File: src/rtl/spi_pkg.sv
// Shared SPI definitions: mode/bit-order constants, target FSM states and
// synchronizer reset levels, reusable by controller and target blocks.
package spi_pkg;

    localparam logic SPI_CPOL      = 1'b0;
    localparam logic SPI_CPHA      = 1'b0;
    localparam logic SPI_MSB_FIRST = 1'b1;

    // Idle pin levels the synchronizers are preset to.
    localparam logic SYNC_SCLK_RST = 1'b0;
    localparam logic SYNC_CS_RST   = 1'b1;
    localparam logic SYNC_PICO_RST = 1'b0;

    typedef enum logic [0:0] {
        ST_IDLE   = 1'b0,
        ST_ACTIVE = 1'b1
    } spi_state_e;

endpackage

File: src/rtl/spi_pin_sync.sv
// Two-flop synchronizer plus history flop for one asynchronous pin; edges are
// taken between stage 2 and stage 3 so they act on the third clock edge.
module spi_pin_sync #(
    parameter logic RST_VAL = 1'b0
) (
    input  logic i_clock,
    input  logic i_reset,
    input  logic i_pin,
    output logic o_level,
    output logic o_rise,
    output logic o_fall
);

    logic r_s1;
    logic r_s2;
    logic r_s3;

    // Synchronizer chain with history stage.
    always_ff @(posedge i_clock) begin
        if (i_reset) begin
            r_s1 <= RST_VAL;
            r_s2 <= RST_VAL;
            r_s3 <= RST_VAL;
        end else begin
            r_s1 <= i_pin;
            r_s2 <= r_s1;
            r_s3 <= r_s2;
        end
    end

    assign o_level = r_s2;
    assign o_rise  = r_s2 & ~r_s3;
    assign o_fall  = ~r_s2 & r_s3;

endmodule

File: src/rtl/spi_target.sv
// SPI mode-0 target, MSB first, with a one-entry TX buffer and an RX word strobe.
// All SPI pins are oversampled in the system clock domain.
module spi_target
    import spi_pkg::*;
#(
    parameter int                    DATA_WIDTH = 8,
    parameter logic [DATA_WIDTH-1:0] DEFAULT_TX = {DATA_WIDTH{1'b0}}
) (
    input  logic                  clock,
    input  logic                  reset,
    input  logic                  sclk,
    input  logic                  cs,
    input  logic                  pico,
    output logic                  poci,
    output logic                  poci_oe,
    input  logic [DATA_WIDTH-1:0] tx_data,
    input  logic                  tx_valid,
    output logic                  tx_ready,
    output logic [DATA_WIDTH-1:0] rx_data,
    output logic                  rx_valid,
    output logic                  busy,
    output logic                  tx_underrun
);

    localparam int            CW       = $clog2(DATA_WIDTH);
    localparam logic [CW-1:0] CNT_LAST = CW'(DATA_WIDTH - 1);

    spi_state_e r_state;
    spi_state_e w_state_nxt;
    logic       w_busy;

    logic w_sclk_lvl, w_sclk_rise, w_sclk_fall;
    logic w_cs_lvl, w_cs_rise, w_cs_fall;
    logic w_pico_lvl, w_pico_rise, w_pico_fall;
    logic w_unused_pico_edges;

    logic [CW-1:0]         r_cnt;
    logic [DATA_WIDTH-2:0] r_rx_shift;
    logic [DATA_WIDTH-1:0] r_tx_shift;
    logic [DATA_WIDTH-1:0] r_rx_data;
    logic [DATA_WIDTH-1:0] r_buf;
    logic                  r_buf_full;
    logic                  r_rx_valid;
    logic                  r_tx_underrun;
    logic                  r_poci_oe;

    logic w_act, w_bit_rise, w_bit_fall, w_word_done, w_word_start, w_hs;

    spi_pin_sync #(.RST_VAL(SYNC_SCLK_RST)) u_sync_sclk (
        .i_clock(clock), .i_reset(reset), .i_pin(sclk),
        .o_level(w_sclk_lvl), .o_rise(w_sclk_rise), .o_fall(w_sclk_fall)
    );
    spi_pin_sync #(.RST_VAL(SYNC_CS_RST)) u_sync_cs (
        .i_clock(clock), .i_reset(reset), .i_pin(cs),
        .o_level(w_cs_lvl), .o_rise(w_cs_rise), .o_fall(w_cs_fall)
    );
    spi_pin_sync #(.RST_VAL(SYNC_PICO_RST)) u_sync_pico (
        .i_clock(clock), .i_reset(reset), .i_pin(pico),
        .o_level(w_pico_lvl), .o_rise(w_pico_rise), .o_fall(w_pico_fall)
    );

    // Only the sampled pico level matters; sclk level is implied by its edges.
    assign w_unused_pico_edges = w_pico_rise ^ w_pico_fall ^ w_sclk_lvl;

    // Edges only count inside a transaction; a same-cycle cs rise wins.
    assign w_act        = (r_state == ST_ACTIVE);
    assign w_bit_rise   = w_act & w_sclk_rise & ~w_cs_rise;
    assign w_bit_fall   = w_act & w_sclk_fall & ~w_cs_rise;
    assign w_word_done  = w_bit_rise & (r_cnt == CNT_LAST);
    assign w_word_start = (~w_act & w_cs_fall) | w_word_done;
    assign w_hs         = tx_valid & ~r_buf_full;

    // State register.
    always_ff @(posedge clock) begin
        if (reset) begin
            r_state <= ST_IDLE;
        end else begin
            r_state <= w_state_nxt;
        end
    end

    // Next-state logic.
    always_comb begin
        w_state_nxt = r_state;
        case (r_state)
            ST_IDLE: begin
                if (w_cs_fall) w_state_nxt = ST_ACTIVE;
                else           w_state_nxt = ST_IDLE;
            end
            ST_ACTIVE: begin
                if (w_cs_rise) w_state_nxt = ST_IDLE;
                else           w_state_nxt = ST_ACTIVE;
            end
            default: w_state_nxt = ST_IDLE;
        endcase
    end

    // State-decoded outputs.
    always_comb begin
        w_busy = 1'b0;
        case (r_state)
            ST_ACTIVE: w_busy = 1'b1;
            ST_IDLE:   w_busy = 1'b0;
            default:   w_busy = 1'b0;
        endcase
    end

    // Shift registers, bit counter, TX buffer and strobes.
    always_ff @(posedge clock) begin
        if (reset) begin
            r_cnt         <= CW'(0);
            r_rx_shift    <= {(DATA_WIDTH-1){1'b0}};
            r_tx_shift    <= {DATA_WIDTH{1'b0}};
            r_rx_data     <= {DATA_WIDTH{1'b0}};
            r_buf         <= {DATA_WIDTH{1'b0}};
            r_buf_full    <= 1'b0;
            r_rx_valid    <= 1'b0;
            r_tx_underrun <= 1'b0;
            r_poci_oe     <= 1'b0;
        end else begin
            r_rx_valid    <= w_word_done;
            r_tx_underrun <= w_word_start & ~r_buf_full;
            r_poci_oe     <= ~w_cs_lvl;
            if (w_act && w_cs_rise) begin
                r_cnt <= CW'(0);
            end else if (w_bit_rise) begin
                r_rx_shift <= {r_rx_shift[DATA_WIDTH-3:0], w_pico_lvl};
                if (w_word_done) begin
                    r_cnt     <= CW'(0);
                    r_rx_data <= {r_rx_shift, w_pico_lvl};
                end else begin
                    r_cnt <= r_cnt + CW'(1);
                end
            end
            // The fall right after a word-completing rise must not shift out
            // the freshly loaded MSB; the counter is back at zero there.
            if (w_word_start) begin
                r_tx_shift <= r_buf_full ? r_buf : DEFAULT_TX;
            end else if (w_bit_fall && (r_cnt != CW'(0))) begin
                r_tx_shift <= {r_tx_shift[DATA_WIDTH-2:0], 1'b0};
            end
            if (w_hs) begin
                r_buf      <= tx_data;
                r_buf_full <= 1'b1;
            end else if (w_word_start) begin
                r_buf_full <= 1'b0;
            end
        end
    end

    assign poci        = r_tx_shift[DATA_WIDTH-1];
    assign poci_oe     = r_poci_oe;
    assign tx_ready    = ~r_buf_full;
    assign rx_data     = r_rx_data;
    assign rx_valid    = r_rx_valid;
    assign busy        = w_busy;
    assign tx_underrun = r_tx_underrun;

endmodule

File: config.mk
export PLATFORM = sky130hd
export DESIGN_NAME = spi_target
export DESIGN_NICKNAME = d
export VERILOG_FILES = /design/src/rtl/spi_pkg.sv /design/src/rtl/spi_pin_sync.sv /design/src/rtl/spi_target.sv
export SDC_FILE = /design/constraint.sdc
export NUM_CORES = 1
export LEC_CHECK = 0
export ABC_AREA = 1
export BUFFER_PORTS_ARGS = -buffer_cell sky130_fd_sc_hd__buf_2
export CORE_ASPECT_RATIO = 1.75
export CORE_MARGIN = 10
export CORE_UTILIZATION = 45
export CTS_CLUSTER_SIZE = 14
export DETAILED_ROUTE_END_ITERATION = 16
export GPL_TIMING_DRIVEN = 1
export PLACE_DENSITY_LB_ADDON = 0.12
export SETUP_SLACK_MARGIN = 0.15
export SLEW_MARGIN = 5
export SYNTH_ARGS = -nofsm -noshare
export SYNTH_HDL_FRONTEND = slang
export SYNTH_HIERARCHICAL = 1
export SYNTH_SLANG_ARGS = --single-unit
export TNS_END_PERCENT = 20
File: constraint.sdc
create_clock -name clock -period 1.9 [get_ports clock]
set_clock_uncertainty 0.05 [all_clocks]
set_input_delay 0.285 -clock clock [delete_from_list [all_inputs] [get_ports clock]]
set_output_delay 0.285 -clock clock [all_outputs]
set_load 0.02 [all_outputs]
## Word-level counts from Yosys, hierarchy flattened

Index checks and enable logic that the tools add are counted.

| storage, ports and cells | value |
|---|---|
| bits in latches | 0 |
| input bits | 14 |
| memories | 0 |
| bits in read-only memories | 0 |
| register bits | 47 |
| RAM bits | 0 |

| operators by class | value |
|---|---|
| magnitude comparators | 0 |
| add/subtract/negate cells | 1 |
| equality and inequality tests | 1 |
| divide/modulo/power cells | 0 |
| reduce and logical (&&, ||, !) cells | 8 |
| bitwise gates (word level) | 21 |
| multipliers | 0 |
| shift-type cells | 0 |
| mux-type cells | 10 |

Operators by type and width:

| operator | number |
|---|---|
| two-way mux 8 bit | 3 |
| AND 1 bit | 12 |
| inverter 1 bit | 8 |
| two-way mux 1 bit | 4 |
| one-hot mux 1 bit (2 select lines) | 2 |
| nonzero test 2 bit | 2 |
| adder 3 x 1 -> 3 bit (second input constant) | 1 |
| == test 3 bit (second input constant) | 1 |
| two-way mux 3 bit | 1 |
| AND reduction 3 bit | 1 |
| nonzero test 3 bit | 1 |
| logical AND 1 bit | 2 |
| AND reduction 2 bit | 1 |
| OR reduction 2 bit | 1 |
| bitwise OR 1 bit | 1 |

## Depth between registers and ports, before layout

| depth | value |
|---|---|
| depth in word-level cells | 8 |
| mapped depth | 10 |

## By module

The synthesis kept the hierarchy.

Modules (own cells, without submodules):

| module | cells each | area an instance (um^2) | sequential area each (um^2) | instances |
|---|---|---|---|---|
| spi_target | 207 | 1571.5 | 780.7 | 1 |
| spi_pin_sync at u_sync_pico ... | 12 | 93.8 | 60.1 | 2 |
| spi_pin_sync at u_sync_cs | 13 | 97.6 | 60.1 | 1 |

## Worst setup path before layout

Ideal clock, no wire load.

| timing | value |
|---|---|
| path kind | flip-flop to flip-flop |
| start | register r_cnt[0] |
| end | register r_tx_shift[4] |
| cell stages (with the launch flop) | 9 |
| data required time | 1.718 ns |
| arrival | 1.278 ns |
| slack | 0.440 ns |
| cells stage by stage | dfxtp_1 > ha_1 > ha_1 > nand4_2 > nand2_4 > inv_2 > buf_6 > nand3_1 > a21oi_1 |

| between the ends | value |
|---|---|
| word-level cells in the longest chain between the ends | 4 |
| elaborated cells on any way between the ends | 7 |

RTL lines:

| what | RTL line | source |
|---|---|---|
| from (decl) | spi_target.sv:37 | `logic [CW-1:0] r_cnt;` |
| from (signal assigned) | spi_target.sv:132 | `r_cnt <= r_cnt + CW'(1);` |
| == test 3 bit | spi_target.sv:69 | `assign w_word_done = w_bit_rise & (r_cnt == CNT_LAST);` |
| AND 1 bit | spi_target.sv:69 |  |
| bitwise OR 1 bit | spi_target.sv:70 | `assign w_word_start = (~w_act & w_cs_fall) \| w_word_done;` |
| two-way mux 8 bit or nonzero test 2 bit (tied branches) | n/a |  |
| to (signal assigned) | spi_target.sv:113 | `r_tx_shift <= {DATA_WIDTH{1'b0}};` |
| to (signal assigned) | spi_target.sv:138 | `r_tx_shift <= r_buf_full ? r_buf : DEFAULT_TX;` |
| to (signal assigned) | spi_target.sv:140 | `r_tx_shift <= {r_tx_shift[DATA_WIDTH-2:0], 1'b0};` |
| to (decl) | spi_target.sv:39 | `logic [DATA_WIDTH-1:0] r_tx_shift;` |

Several ways; a longest one is shown, not always the timed one.
A chain may end at the register's enable or synchronous reset.

## Worst setup path after layout

| timing | value |
|---|---|
| start | register r_cnt[0] |
| end | register r_tx_shift[7] |

The elaborated chain is that of the path after synthesis.

==> PnR_summary.wiki <==
{| class="wikitable"
! Metric !! Value
|-
| TritonCTS sink count || 47
|-
| CTS root buffer || clkbuf_8
|-
| Clock edge transition at the registers on the reported setup and hold paths || 0.09 ns
|-
| Via count of the first global-routing pass || 1,473
|-
| Unrepaired setup endpoints after global routing || no
|-
| Number of DRC markers after the initial detailed-route iteration || 90
|-
| Final estimated routing congestion in global placement || 0.730
|-
| CTS buffer count || 5
|-
| Peak supply drop || 0.615 mV
|-
| First-pass GRT wire length || 6.26 mm
|-
| Setup TNS || 0 ns
|-
| Effective utilization at floorplan || 46.6%
|-
| Cell area after placement || 0.00201 mm²
|-
| DRC viols || 0
|-
| Share of post-route cells with drive strength above 1 || 17.8%
|-
| Vert. Die Dim || 104 µm
|-
| Hold violation total from the final report || 0
|-
| PostCTS Resize Cnt || 0
|-
| Synthesized area || 0.00182 mm²
|-
| Number of instances in the placed design || 310
|-
| Final standard cell count with taps included and fillers excluded || 318
|-
| Diodes inserted || 0
|-
| Die ar. || 0.00708 mm²
|-
| Filler Cells Inserted || 386
|-
| Worst-path maximum fanout || 14
|-
| Max-cap viol count || 0
|-
| Fin crit share || 83.0%
|-
| Max H-tree Level || 2
|-
| Endpoints failing setup || 0
|-
| Number of pins exceeding their max-slew limit in the final report || 0
|-
| Final ANT Viol Nets || 0
|-
| Max transition margin || 74.6%
|-
| Vias || 1,509
|-
| Largest net degree at the start of global routing || 20
|-
| Pin slew with the least headroom to its limit || 0.380 ns
|-
| Crit path launch type || register
|-
| Die Span X || 68.0 µm
|-
| Final Routed Wirelength || 3.76 mm
|-
| Max Root-Sink Buffers || 2
|-
| Avg WL per Cell || 11.8 µm
|-
| Post-Syn Area per Cell || 7.64 µm²
|-
| Hold-fix buffers at CTS || 0
|-
| Remaining global-route overflow || 0
|-
| CP required || 2.05 ns
|-
| Number of antenna violations at the first check in global routing || 0
|-
| Post-Layout Inst Area || 0.00213 mm²
|-
| Classification of the worst-slack hold path || input port to register
|-
| Number of I/O port buffers || 27
|-
| Post-detail-place hpwl || 2.81 mm
|-
| Overall global routing resource usage || 11.1%
|-
| Path type of the worst setup path || register to register
|-
| Time the worst path needs with I/O delays and setup || 1.58 ns
|-
| Final-stage net count || 286
|-
| Number of setup buffers added after CTS || 0
|-
| Detailed Routing Iterations Pass 1 || 4
|-
| Min Hold Slack || 0.105 ns
|-
| Worst path arrival time || 1.73 ns
|-
| Power density cells || 880 mW/mm²
|-
| Maximum operating frequency || 0.634 GHz
|-
| Leakage power figure || 0.00103 µW
|-
| Boundary pin count || 28
|-
| Sort of element at the end of the critical path || register
|-
| Clock tree from TritonCTS || built
|-
| Core utilization of the finished layout || 54.6%
|-
| Run status || complete, no violations
|-
| Worst-Skew Late Latency || 0.30 ns
|-
| Vias per std cell || 4.75
|-
| Number of standard-cell rows in the floorplan || 30
|-
| Synthesized Nets || 255
|-
| Synthesis-to-layout area growth || 17.3%
|-
| Warnings from Yosys || 6
|-
| Core area || 0.00390 mm²
|-
| Synthesized instance count || 238
|}
-- where the power goes --
| part | switching (µW) | leakage, µW | internal [µW] |
|---|---|---|---|
| Clock | 330 | 0.0000581 | 392 |
| Sequential | 22.0 | 0.000383 | 1020 |
| Combinational | 71.8 | 0.000591 | 45.0 |
| Total | 423 | 0.00103 | 1450 |
-- flip-flops by register name, summed over array words and instances (netlist names), 3 cells and up --
signal      cells
r_tx_shift      8
r_rx_shift      7
r_buf           8
r_cnt           3
rx_data         8
-- worst max-delay path, cell delays in order (launching register included) --
cell and delay (ns):
dfxtp_1 0.37, ha_1 0.20, ha_4 0.19, nand4_2 0.16, nand2_4 0.14, inv_2 0.12
nand2_1 0.08, nand3_1 0.07, nand2_1 0.06, inv_1 0.04
-- cell usage in the layout (no fill, tap or decap) --
cell	instances
dfxtp_1	47
nor2_1	44
nand2_1	43
buf_2	27
inv_1	25
nand3_1	24
o21ai_0	18
a21oi_1	14
clkbuf_8	5
buf_4	5
nand2_4	2
ha_1	2
nand4_2	1
nand2_2	1
inv_2	1
nor2_4	1
nor2_2	1
nand3b_1	1
o21a_1	1
a21boi_0	1
nand4_1	1
nor3_1	1
ha_4	1
clkinv_4	1
bufinv_16	1
clkinv_2	1
-- per-layer routing --
layer | part of all wire [%] | GRT usage [%] | vias to the layer above | wire [µm]
li1 | - | - | 813 | -
met1 | 40 | 10.8 | 671 | 1510
met2 | 54 | 20.0 | 20 | 2020
met3 | 4.3 | 3.45 | 5 | 162
met4 | 2.1 | 4.77 | 0 | 78
met5 | 0 | 0 | - | 0
-- worst paths after layout --
| path | from | end | slack (ns) | depth (start not counted) |
|---|---|---|---|---|
| hold reg to reg | u_sync_pico/r_s1 | u_sync_pico/o_level | 0.36 | 2 |
| setup reg to reg | r_cnt[0] | r_tx_shift[7] | 0.32 | 9 |
| setup / recovery | r_cnt[0] | r_tx_shift[7] | 0.32 | 9 |
| hold / removal | cs | u_sync_cs/r_s1 | 0.11 | 3 |
-- per-stage QoR --
step                      setup WS (ns)  power, µW
final                             0.324       1880
after global routing              0.162       1950
after CTS                         0.203       1900
after detailed placement          0.218       1180
after global placement            0.238       1180
after floorplan                   0.440       1140
-- final cells by class --
type	count	area, µm²	share of cell area [%]
inverter	26	97.6	4.57
sequential	47	941	44.1
tap	48	60.1	2.82
clock inverter	3	43.8	2.05
multi-input combinational	157	749	35.1
timing repair buffer	32	173	8.09
clock buffer	5	68.8	3.23
(Power assumes the default switching activity.)
